`src/rtl/cc_out_collector.sv`:
```
// rtl/cc_out_collector.sv - frames geometry-engine result beats into one summary per command
//
// Optional feature macro: CC_COLLECT_BBOX_EN (signed bounding-box tracking).
// When undefined, no bounding-box registers exist and sum_x*/sum_y* read 0.
//
// Ports:
//   clk, rst_n        rising-edge clock, asynchronous active-low reset
//   cmd_valid         one-cycle pulse opening a command (frame)
//   cmd_mode [1:0]    0 trapezoid, 1 circle, 2 area, 3 reserved (rejected)
//   cc_valid          result beat qualifier
//   cc_x, cc_y [7:0]  signed result coordinates
//   sum_valid         one-cycle summary strobe (REPORT state)
//   sum_mode [1:0]    mode of the summarised frame
//   sum_count [15:0]  beats in the frame, saturating
//   sum_xmin/xmax/ymin/ymax [7:0]  signed bounding box
//   sum_chk [15:0]    rotate-left-then-XOR checksum over {cc_x, cc_y}
//   err               one-cycle protocol-error strobe
module cc_out_collector (
    input  logic              clk,
    input  logic              rst_n,
    input  logic              cmd_valid,
    input  logic [1:0]        cmd_mode,
    input  logic              cc_valid,
    input  logic signed [7:0] cc_x,
    input  logic signed [7:0] cc_y,
    output logic              sum_valid,
    output logic [1:0]        sum_mode,
    output logic [15:0]       sum_count,
    output logic signed [7:0] sum_xmin,
    output logic signed [7:0] sum_xmax,
    output logic signed [7:0] sum_ymin,
    output logic signed [7:0] sum_ymax,
    output logic [15:0]       sum_chk,
    output logic              err
);

    typedef enum logic [1:0] {
        ST_IDLE    = 2'd0,
        ST_WAIT    = 2'd1,
        ST_COLLECT = 2'd2,
        ST_REPORT  = 2'd3
    } state_t;

    state_t      state;
    logic [1:0]  mode_q;
    logic [15:0] count;
    logic [15:0] chk;
    logic [3:0]  timeout;

    logic [15:0] count_next;
    logic [15:0] chk_next;
    logic        mode_needs_one;

    assign count_next     = (count == 16'hFFFF) ? count : count + 16'd1;
    assign chk_next       = {chk[14:0], chk[15]} ^ {cc_x, cc_y};
    // Circle and area commands must produce exactly one result beat.
    assign mode_needs_one = (mode_q == 2'd1) || (mode_q == 2'd2);

`ifdef CC_COLLECT_BBOX_EN
    logic signed [7:0] bb_xmin, bb_xmax, bb_ymin, bb_ymax;
`else
    assign sum_xmin = 8'sd0;
    assign sum_xmax = 8'sd0;
    assign sum_ymin = 8'sd0;
    assign sum_ymax = 8'sd0;
`endif

    always_ff @(posedge clk or negedge rst_n) begin
        if (!rst_n) begin
            state     <= ST_IDLE;
            mode_q    <= 2'd0;
            count     <= 16'd0;
            chk       <= 16'd0;
            timeout   <= 4'd0;
            sum_valid <= 1'b0;
            sum_mode  <= 2'd0;
            sum_count <= 16'd0;
            sum_chk   <= 16'd0;
            err       <= 1'b0;
`ifdef CC_COLLECT_BBOX_EN
            bb_xmin   <= 8'sd0;
            bb_xmax   <= 8'sd0;
            bb_ymin   <= 8'sd0;
            bb_ymax   <= 8'sd0;
            sum_xmin  <= 8'sd0;
            sum_xmax  <= 8'sd0;
            sum_ymin  <= 8'sd0;
            sum_ymax  <= 8'sd0;
`endif
        end else begin
            sum_valid <= 1'b0;
            err       <= 1'b0;
            case (state)
                // REPORT is a one-cycle state that otherwise behaves like IDLE,
                // so back-to-back commands lose no cycle.
                ST_IDLE, ST_REPORT: begin
                    if (cmd_valid) begin
                        // A beat coinciding with the command is dropped silently.
                        if (cmd_mode == 2'd3) begin
                            err   <= 1'b1;
                            state <= ST_IDLE;
                        end else begin
                            mode_q  <= cmd_mode;
                            count   <= 16'd0;
                            chk     <= 16'd0;
                            timeout <= 4'd0;
                            state   <= ST_WAIT;
                        end
                    end else begin
                        if (cc_valid) begin
                            err <= 1'b1;
                        end
                        state <= ST_IDLE;
                    end
                end
                ST_WAIT: begin
                    if (cmd_valid) begin
                        err <= 1'b1;
                    end
                    if (cc_valid) begin
                        count <= count_next;
                        chk   <= chk_next;
`ifdef CC_COLLECT_BBOX_EN
                        bb_xmin <= cc_x;
                        bb_xmax <= cc_x;
                        bb_ymin <= cc_y;
                        bb_ymax <= cc_y;
`endif
                        state <= ST_COLLECT;
                    end else begin
                        timeout <= timeout + 4'd1;
                        if (timeout == 4'd14) begin
                            err   <= 1'b1;
                            state <= ST_IDLE;
                        end
                    end
                end
                ST_COLLECT: begin
                    if (cmd_valid) begin
                        err <= 1'b1;
                    end
                    if (cc_valid) begin
                        count <= count_next;
                        chk   <= chk_next;
`ifdef CC_COLLECT_BBOX_EN
                        if (cc_x < bb_xmin) bb_xmin <= cc_x;
                        if (cc_x > bb_xmax) bb_xmax <= cc_x;
                        if (cc_y < bb_ymin) bb_ymin <= cc_y;
                        if (cc_y > bb_ymax) bb_ymax <= cc_y;
`endif
                    end else begin
                        // First idle cycle closes the frame; registers are final here.
                        sum_valid <= 1'b1;
                        sum_mode  <= mode_q;
                        sum_count <= count;
                        sum_chk   <= chk;
`ifdef CC_COLLECT_BBOX_EN
                        sum_xmin  <= bb_xmin;
                        sum_xmax  <= bb_xmax;
                        sum_ymin  <= bb_ymin;
                        sum_ymax  <= bb_ymax;
`endif
                        if (mode_needs_one && (count != 16'd1)) begin
                            err <= 1'b1;
                        end
                        state <= ST_REPORT;
                    end
                end
                default: state <= ST_IDLE;
            endcase
        end
    end

endmodule
```
`config.mk`:
```
export PLATFORM = sky130hd
export DESIGN_NAME = cc_out_collector
export DESIGN_NICKNAME = d
export VERILOG_FILES = /design/src/rtl/cc_out_collector.sv
export SDC_FILE = /design/constraint.sdc
export NUM_CORES = 1
export LEC_CHECK = 0
export ABC_CLOCK_PERIOD_IN_PS = 2450
export CORE_MARGIN = 10
export CORE_UTILIZATION = 50
export CTS_CLUSTER_SIZE = 25
export DETAILED_ROUTE_END_ITERATION = 16
export HOLD_SLACK_MARGIN = 0.02
export PLACE_DENSITY = 0.9
export RECOVER_POWER = 50
export SYNTH_ARGS = -nofsm -noshare
export SYNTH_HDL_FRONTEND = slang
export SYNTH_SLANG_ARGS = --single-unit
```
`constraint.sdc`:
```
create_clock -name clk -period 2.45 [get_ports clk]
set_clock_uncertainty 0.15 [all_clocks]
set_input_delay 0.3675 -clock clk [delete_from_list [all_inputs] [get_ports clk]]
set_output_delay 0.3675 -clock clk [all_outputs]
set_load 0.005 [all_outputs]
```
# Word-level counts from Yosys, hierarchy flattened
# Cells that the tools add are included.
# word_totals
reg_bits,76
input_bits,22
output_inout_bits,68
wordCells,71
# op_classes
n_addsub,2
n_eq_ne,16
n_mux,28
bitwise,3
n_reduce_logical,12
# op_table
operator,n
two-way mux 16 bit,5
one-hot mux 16 bit (2 select lines),2
"adder 16 x 1 -> 16 bit, second input constant",1
"equality test 16 bit, second input constant",1
"!= test 16 x 1 -> 1 bit, second input constant",1
bitwise XOR 16 bit,1
two-way mux 4 bit,3
two-way mux 1 bit,11
"!= test 2 bit, second input constant",5
"equality test 2 bit, second input constant",4
two-way mux 2 bit,4
one-hot mux 4 bit (2 select lines),1
AND reduction 4 bit,2
one-hot mux 2 bit (3 select lines),1
AND reduction 3 bit,2
"adder 4 x 1 -> 4 bit, second input constant",1
"equality test 2 x 1 -> 1 bit, second input constant",2
"equality test 4 bit, second input constant",1
AND reduction 2 bit,2
OR reduction 2 bit,2
"!= test 3 bit, second input constant",1
one-hot mux 1 bit (3 select lines),1
logical NOT 2 bit,1
"!= test 2 x 1 -> 1 bit, second input constant",1
other kinds (4),5

# Depth between registers and ports, before layout
# Gate-level depths: netlist (run 1).
# logic_depth
word_depth,6
mapped_depth,8
depth_no_buf,7

# Worst setup path after synthesis (run 1)
# OpenSTA, ideal clock, no wires.
# synth_path
path_type,reg-to-reg
from,register state[0]
to,register count[8]
setup_ns,0.132
t_arrival_ns,1.884
t_required_ns,2.168
setup_slack_ns,0.284
stages_incl_launch_ff,9
path_buffers,1
synth_period_minus_slack_ns,2.166
path_cell_list,dfrtp_1 > inv_1 > ha_1 > nand2b_4 > buf_2 > or3_1 > a311oi_2 > xnor2_1 > nor2_1
# synth_via
elab_chain_len,4
word_cells_on_any_way,12
classes_between,7 x eq/ne; 1 x mux; 4 x reduce/logical
# synth_lines
item,line,text
start: declaration,44,state_t state;
start signal: assignment,70,state <= ST_IDLE;
start signal: assignment,101,state <= ST_IDLE;
start signal: assignment,107,state <= ST_WAIT;
equality test 2 bit (tied with other cells),93,case (state)
OR reduction 2 bit (on tied branches),--,
!= test 2 bit (no line) / != test 2 x 1 -> 1 bit (equally long branches),--,
AND reduction 4 bit (no line),--,
end signal: assignment,121,count <= count_next;
end signal: assignment,143,count <= count_next;
end: declaration,46,logic [15:0] count;
# Several ways; a longest one is shown, not always the timed one.
# A chain may end at the register's enable or synchronous reset.

# Worst setup path in the final report (run 1)
# layout_path
from,register state[0]
to,register count[13]
# Same word-level chain as after synthesis.

==> run metrics, run 1 <==
Core ar.=7370 um2; # fillers=581; Synth async-reset ratio=100%; Synth Area in Simple Gates=13.7%; Initial DRC Count=275; worst path required time=2.55 ns; Seq/Total Area, Yosys=49.6%; LEAKAGE=2.14 nW; FF-to-FF Start=state[0]$_DFFE_PN0P_; post-route ant nets=0; hold_sp=sum_count[11]$_DFFE_PN0P_; #FFs+latches synth=76; M1 WL=3460 um; CTS buffer count=9; minimum clock period=2.32 ns; total power=0.00426 W; slew of the pin with the lowest slew margin=0.752 ns; Die Wd=108 um; layout cell share with drive strength beyond 1=18.2%; RSZ-0062 raised after global routing=yes; Die Span Y=108 um; Bufs on Longest Clock Path=2; critical path fanouts, max=12; pin count of the biggest net entering global routing=47; WS Path Type=flop to flop; CTS sink cnt=76; diode count=0; multiplexer area fraction after synthesis=10.3%; htree depth=3; 1st-pass router iterations=4; Synth Cell Area=3830 um2; complex-gate fraction of the synthesized area=9.76%; via-per-instance ratio=5.32; drt wl/cell=16.7 um; crit path DAT=2.42 ns; crit end category=flop; initial antenna violation count=0; Slew Viols, Final=0; total track usage=14.8%; total grt overflow=0; outcome=finished, final reports clean; vias in the first global route=2713; DRC=0; MaxCap Viol Count=0; Final Hold Slack=0.339 ns; clock root cell=clkbuf_8; VDD IR max=0.407 mV; Total Wirelength=8610 um; RePlAce Congestion=0.909; Initial Utilization=52.0%; final setup fails=0; largest family of logic cells by synthesized area=simple AND/OR/NAND/NOR gates; full die area=11600 um2; relative slew slack=49.9%; met3 routed WL=639 um; DR vias=2743; Synth Area in XOR/XNOR=5.71%; Post-synth EDFFs=0; number of core rows=31; Worst-Skew Late Latency=0.36 ns; worst hold path type=flop to flop; Main synth FF type=dfrtp_1; hpwl dp=6320 um; Synth Area per Inst=11.0 um2; Netlist cell types=53; Post-Synth Adder-Cell Area=1.96%; yosys warns=0; crit share post-route=94.7%; clock slew at reported path FFs=0.08 ns; first-pass GRT wire length=13600 um; WL met2=4320 um; startpoint types=flop; final hold viol count=0; Peak Freq=0.431 GHz; final core utilization=62.8%; top routing layer in use=met4; Ports=90; Critical Path Source=state[0]$_DFFE_PN0P_; Power Density=921 nW/um2; Final #Nets=440; Synth Instances=349; synthesis-to-layout area growth=20.7%; IO Port Bufs=57; CTS tree=yes
==> per-layer routing <==
metal | GRT usage [%] | vias up
li1 | - | 1283
met2 | 24.2 | 96
met3 | 3.95 | 16
met5 | 0 | -
met4 | 7.54 | 0
met1 | 17.5 | 1348
==> flip-flops by register name, summed over array words and instances (netlist names) <==
| register | cells |
|---|---|
| count | 16 |
| timeout | 4 |
| err | 1 |
| sum_valid | 1 |
| mode_q | 2 |
| sum_count | 16 |
| state | 2 |
| chk | 16 |
| sum_mode | 2 |
| sum_chk | 16 |
==> final cells by class <==
type | instances | area (um2) | area share (%)
inverters | 8 | 30.0 | 0.649
clock buffers | 10 | 138 | 2.97
clock inverters | 6 | 70.1 | 1.51
well taps | 99 | 124 | 2.68
flip-flops and latches | 76 | 1900 | 41.1
multi-input cells | 249 | 1720 | 37.1
repair buffers | 68 | 648 | 14.0
==> cells in the mapped netlist, drive strengths merged (2+ instances only) <==
| cell | instances | area, um2 |
|---|---|---|
| a21oi | 3 | 15.0 |
| a22o | 5 | 43.8 |
| a31oi | 4 | 25.0 |
| a41o | 2 | 20.0 |
| and3 | 3 | 20.0 |
| buf | 38 | 273 |
| clkbuf | 9 | 35.0 |
| dfrtp | 76 | 1900 |
| ha | 6 | 75.1 |
| inv | 8 | 30.0 |
| mux2 | 33 | 375 |
| mux2i | 2 | 20.0 |
| nand2 | 40 | 150 |
| nand2b | 3 | 26.3 |
| nand3 | 7 | 35.0 |
| nand4 | 2 | 18.8 |
| nor2 | 21 | 97.6 |
| nor2b | 3 | 21.3 |
| nor3 | 2 | 10.0 |
| nor4 | 6 | 65.1 |
| nor4b | 3 | 32.5 |
| o2111ai | 2 | 17.5 |
| o211ai | 3 | 22.5 |
| o21ai | 18 | 90.1 |
| o31ai | 9 | 67.6 |
| or2 | 2 | 12.5 |
| or3 | 2 | 12.5 |
| or4 | 2 | 18.8 |
| xnor2 | 23 | 201 |
| xor2 | 2 | 17.5 |
==> placed cells by master (no fill, tap or decap), types with 8 or more instances in the layout <==
cell	count
dfrtp_1	76
inv_1	8
o21ai_0	18
buf_4	8
o31ai_1	9
conb_1	32
mux2_2	32
dlygate4sd3_1	14
xnor2_1	23
clkdlybuf4s50_1	43
nor2_1	19
clkbuf_8	10
nand2_1	40
==> report_power, final <==
group	switching, W	internal, W	leakage [nW]
combinational	0.000727	0.000758	1.02
clock	0.000496	0.000505	0.0955
sequential	0.000225	0.00155	1.03
total	0.00145	0.00282	2.14
==> path summary, 6_finish.rpt <==
kind	endpoint	slack, ns	depth (start not counted)
setup / recovery	count[13]$_DFFE_PN0P_	0.13	8
hold / removal	sum_count[11]$_DFFE_PN0P_	0.34	2
setup reg to reg	count[13]$_DFFE_PN0P_	0.13	8
hold reg to reg	sum_count[11]$_DFFE_PN0P_	0.34	2
max in group asynchronous	sum_count[10]$_DFFE_PN0P_	0.55	3
min in group asynchronous	count[0]$_DFFE_PN0P_	0.45	2
==> cell families after synthesis <==
| logic type | after synthesis |
|---|---|
| AO/OA/AOI/OAI | 54 |
| XOR/XNOR | 25 |
| adder cells (fa/ha/maj) | 6 |
| buffers and inverters | 55 |
| flip-flops | 76 |
| multiplexers | 35 |
| other | 1 |
| AND/OR/NAND/NOR | 97 |
==> stage by stage <==
| step | TNS (ns) | std cells | instance area, um2 | setup slack, ns |
|---|---|---|---|---|
| floorplan | 0 | 380 | 3950 | 0.284 |
| global placement | 0 | 499 | 4440 | 0.0843 |
| detailed placement | 0 | 499 | 4440 | 0.0288 |
| CTS | 0 | 516 | 4660 | 0.129 |
| global route | -0.000377 | 516 | 4630 | -0.000377 |
| finish | 0 | 516 | 4630 | 0.129 |
==> critical path, stage by stage (launching register included) <==
cell and delay (ns):
dfrtp_1 0.40, inv_1 0.07, ha_1 0.37, buf_4 0.22, nor2b_2 0.15, a21oi_2 0.08, nor4b_2 0.41, a31oi_1 0.14
a41o_1 0.23
==> repair_timing <==
| action | in CTS | in global routing |
|---|---|---|
| buffers inserted | 0 | 0 |
| setup endpoints to repair | 0 | 1 |
| endpoints found under the hold margin | 30 | 0 |
| gates resized for setup | 0 | 0 |
| hold buffers | 1 | 0 |
Power figures use the tool's default switching activity.
==> run 2, diff against run 1 <==
--- a/config.mk
+++ b/config.mk
@@ -13,6 +13,7 @@
 export HOLD_SLACK_MARGIN = 0.02
 export PLACE_DENSITY = 0.9
 export RECOVER_POWER = 50
+export SKIP_CTS_REPAIR_TIMING = 1
 export SYNTH_ARGS = -nofsm -noshare
 export SYNTH_HDL_FRONTEND = slang
 export SYNTH_SLANG_ARGS = --single-unit
==> constraint.sdc (replaced) <==
create_clock -name clk -period 2.45 [get_ports clk]
set_clock_uncertainty 0.15 [all_clocks]
set_input_delay 0.3675 -clock clk [delete_from_list [all_inputs] [get_ports clk]]
set_output_delay 0.3675 -clock clk [all_outputs]
set_load 0.1 [all_outputs]
==> run metrics, run 2 (synthesis results as in run 1) <==
outcome=finished, final reports clean (unchanged); Slew Viols, Final=0 (unchanged); Fin Setup TNS=0 ns (unchanged); pin count of the biggest net entering global routing=35 (was 47); vias in the first global route=2797 (was 2713); Initial Utilization=52.0% (unchanged); Layout Cells excl Fill=517 (was 516); most common cell after layout, fill and taps aside=dfrtp_1 (unchanged); Power Density=1200 nW/um2 (was 921 nW/um2); met3 routed WL=468 um (was 639 um); clock root cell=clkbuf_8 (unchanged); layout cell share with drive strength beyond 1=22.5% (was 18.2%); drt wl/cell=16.7 um (about the same); Worst-Skew Late Latency=0.36 ns (about the same); final setup fails=0 (unchanged); worst path required time=2.54 ns (was 2.55 ns); post-route ant nets=0 (unchanged); # fillers=636 (was 581); total track usage=14.8% (about the same); slew of the pin with the lowest slew margin=1.21 ns (was 0.752 ns); CP max stage cell=nor4b_2 (unchanged); via-per-instance ratio=5.30 (was 5.32); critical path fanouts, max=12 (unchanged); Ports=90 (unchanged); Final #Nets=441 (was 440); Initial DRC Count=112 (was 275); CTS tree=yes (unchanged); diode count=0 (unchanged); Die Span Y=108 um (unchanged); CP peak stage delay=0.41 ns (about the same); IO Port Bufs=57 (unchanged); Seq. cell area=1900 um2 (unchanged); area post-placement=4360 um2 (was 4440 um2); DR vias=2739 (was 2743); crit path DAT=2.41 ns (was 2.42 ns); Buf/Inv on CP=2 (unchanged); crit-path cells=inv_1 -> ha_1 -> buf_4 -> nor2b_2 -> a21oi_2 -> nor4b_2 -> a31oi_1 -> a41o_1 (unchanged); CP delay by family, top=simple AND/OR/NAND/NOR gates (unchanged); final non-filler cell area=4450 um2 (was 4630 um2); crit end category=flop (unchanged); hpwl dp=6380 um (was 6320 um); DRC=0 (unchanged); Die Wd=108 um (unchanged); WL met2=4370 um (was 4320 um); Total Wirelength=8620 um (was 8610 um); initial antenna violation count=0 (unchanged); LEAKAGE=2.09 nW (was 2.14 nW); top routing layer in use=met4 (unchanged); M1 WL=3640 um (was 3460 um); CTS sink cnt=76 (unchanged); Bufs on Longest Clock Path=2 (unchanged); 1st-pass router iterations=4 (unchanged); most frequent cells in the layout=dfrtp_1, nand2_1, mux2_2, conb_1, buf_4 (was dfrtp_1, clkdlybuf4s50_1, nand2_1, mux2_2, conb_1); number of instances in the placed design=500 (was 499); CTS buffer count=9 (unchanged); worst hold path type=flop to flop (unchanged); WS Path Type=flop to flop (unchanged); startpoint types=flop (unchanged); clock slew at reported path FFs=0.08 ns (about the same); final hold viol count=0 (unchanged); total grt overflow=0 (unchanged); first-pass GRT wire length=13800 um (was 13600 um); RSZ-0062 raised after global routing=no (was yes); minimum clock period=2.32 ns (about the same); relative slew slack=19.7% (was 49.9%); crit share post-route=94.7% (about the same); multi-input logic area=1720 um2 (unchanged); VDD IR max=0.574 mV (was 0.407 mV); Core ar.=7370 um2 (unchanged); Peak Freq=0.431 GHz (about the same); full die area=11600 um2 (unchanged); number of core rows=31 (unchanged); MaxCap Viol Count=0 (unchanged); htree depth=3 (unchanged); RePlAce Congestion=0.919 (was 0.909); synthesis-to-layout area growth=16.2% (was 20.7%)
## run 2: worst register-to-register path, delay by kind of cell, from the launching register on
family	cells	cell delay [ns]
simple gates	2	0.57
compound gates	3	0.45
flops	1	0.40
fa+ha+maj	1	0.37
buf+inv	2	0.27
## run 2: area by class of cell
| type | instances | area share, % |
|---|---|---|
| Clock buffer | 9 | 2.78 |
| Inverter | 8 | 0.674 |
| Sequential cell | 76 | 42.7 |
| Clock inverter | 7 | 1.12 |
| Multi-Input combinational cell | 249 | 38.6 |
| Tap cell | 99 | 2.78 |
| Timing Repair Buffer | 69 | 11.4 |
## run 2: routing by layer
layer	GRT usage, %	vias to the layer above
li1	-	1278
met1	16.8	1375
met2	25.5	76
met3	4.13	10
met4	6.30	0
met5	0	-
## run 2: report_power, final
group | internal, W | leakage [nW] | total [W] | switching (W)
registers | 0.00155 | 1.03 | 0.00178 | 0.000226
logic | 0.000667 | 0.981 | 0.00270 | 0.00203
clock network | 0.000370 | 0.0820 | 0.000862 | 0.000492
total | 0.00259 | 2.09 | 0.00534 | 0.00275
## run 2: final timing paths
kind / start / to / slack [ns] / cells after the start
hold / removal: sum_count[11]$_DFFE_PN0P_ / sum_count[11]$_DFFE_PN0P_ / 0.35 / 2
setup / recovery: state[0]$_DFFE_PN0P_ / count[13]$_DFFE_PN0P_ / 0.13 / 8
max in group asynchronous: rst_n / chk[0]$_DFFE_PN0P_ / 0.41 / 3
hold reg to reg: sum_count[11]$_DFFE_PN0P_ / sum_count[11]$_DFFE_PN0P_ / 0.35 / 2
setup reg to reg: state[0]$_DFFE_PN0P_ / count[13]$_DFFE_PN0P_ / 0.13 / 8
min in group asynchronous: rst_n / chk[1]$_DFFE_PN0P_ / 0.51 / 2
## run 2: metrics by stage
stage / worst slack, ns / power (W) / utilization, % / hold WS, ns
2_1_floorplan: 0.284 / 0.00396 / - / -0.0781
3_3_place_gp: 0.190 / 0.00451 / 59.1 / 0.205
3_5_place_dp: 0.111 / 0.00458 / 59.1 / 0.206
4_1_cts: 0.124 / 0.00544 / 61.5 / -0.180
5_1_grt: 0.0336 / 0.00560 / 60.4 / 0.375
6_report: 0.129 / 0.00534 / 60.4 / 0.348
==> run 3, diff against run 2 <==
--- a/config.mk
+++ b/config.mk
@@ -17,3 +17,4 @@
 export SYNTH_ARGS = -nofsm -noshare
 export SYNTH_HDL_FRONTEND = slang
 export SYNTH_SLANG_ARGS = --single-unit
+export TNS_END_PERCENT = 10
==> results of run 3 <==
Final layout, timing and power as in run 2 (identical DEF).
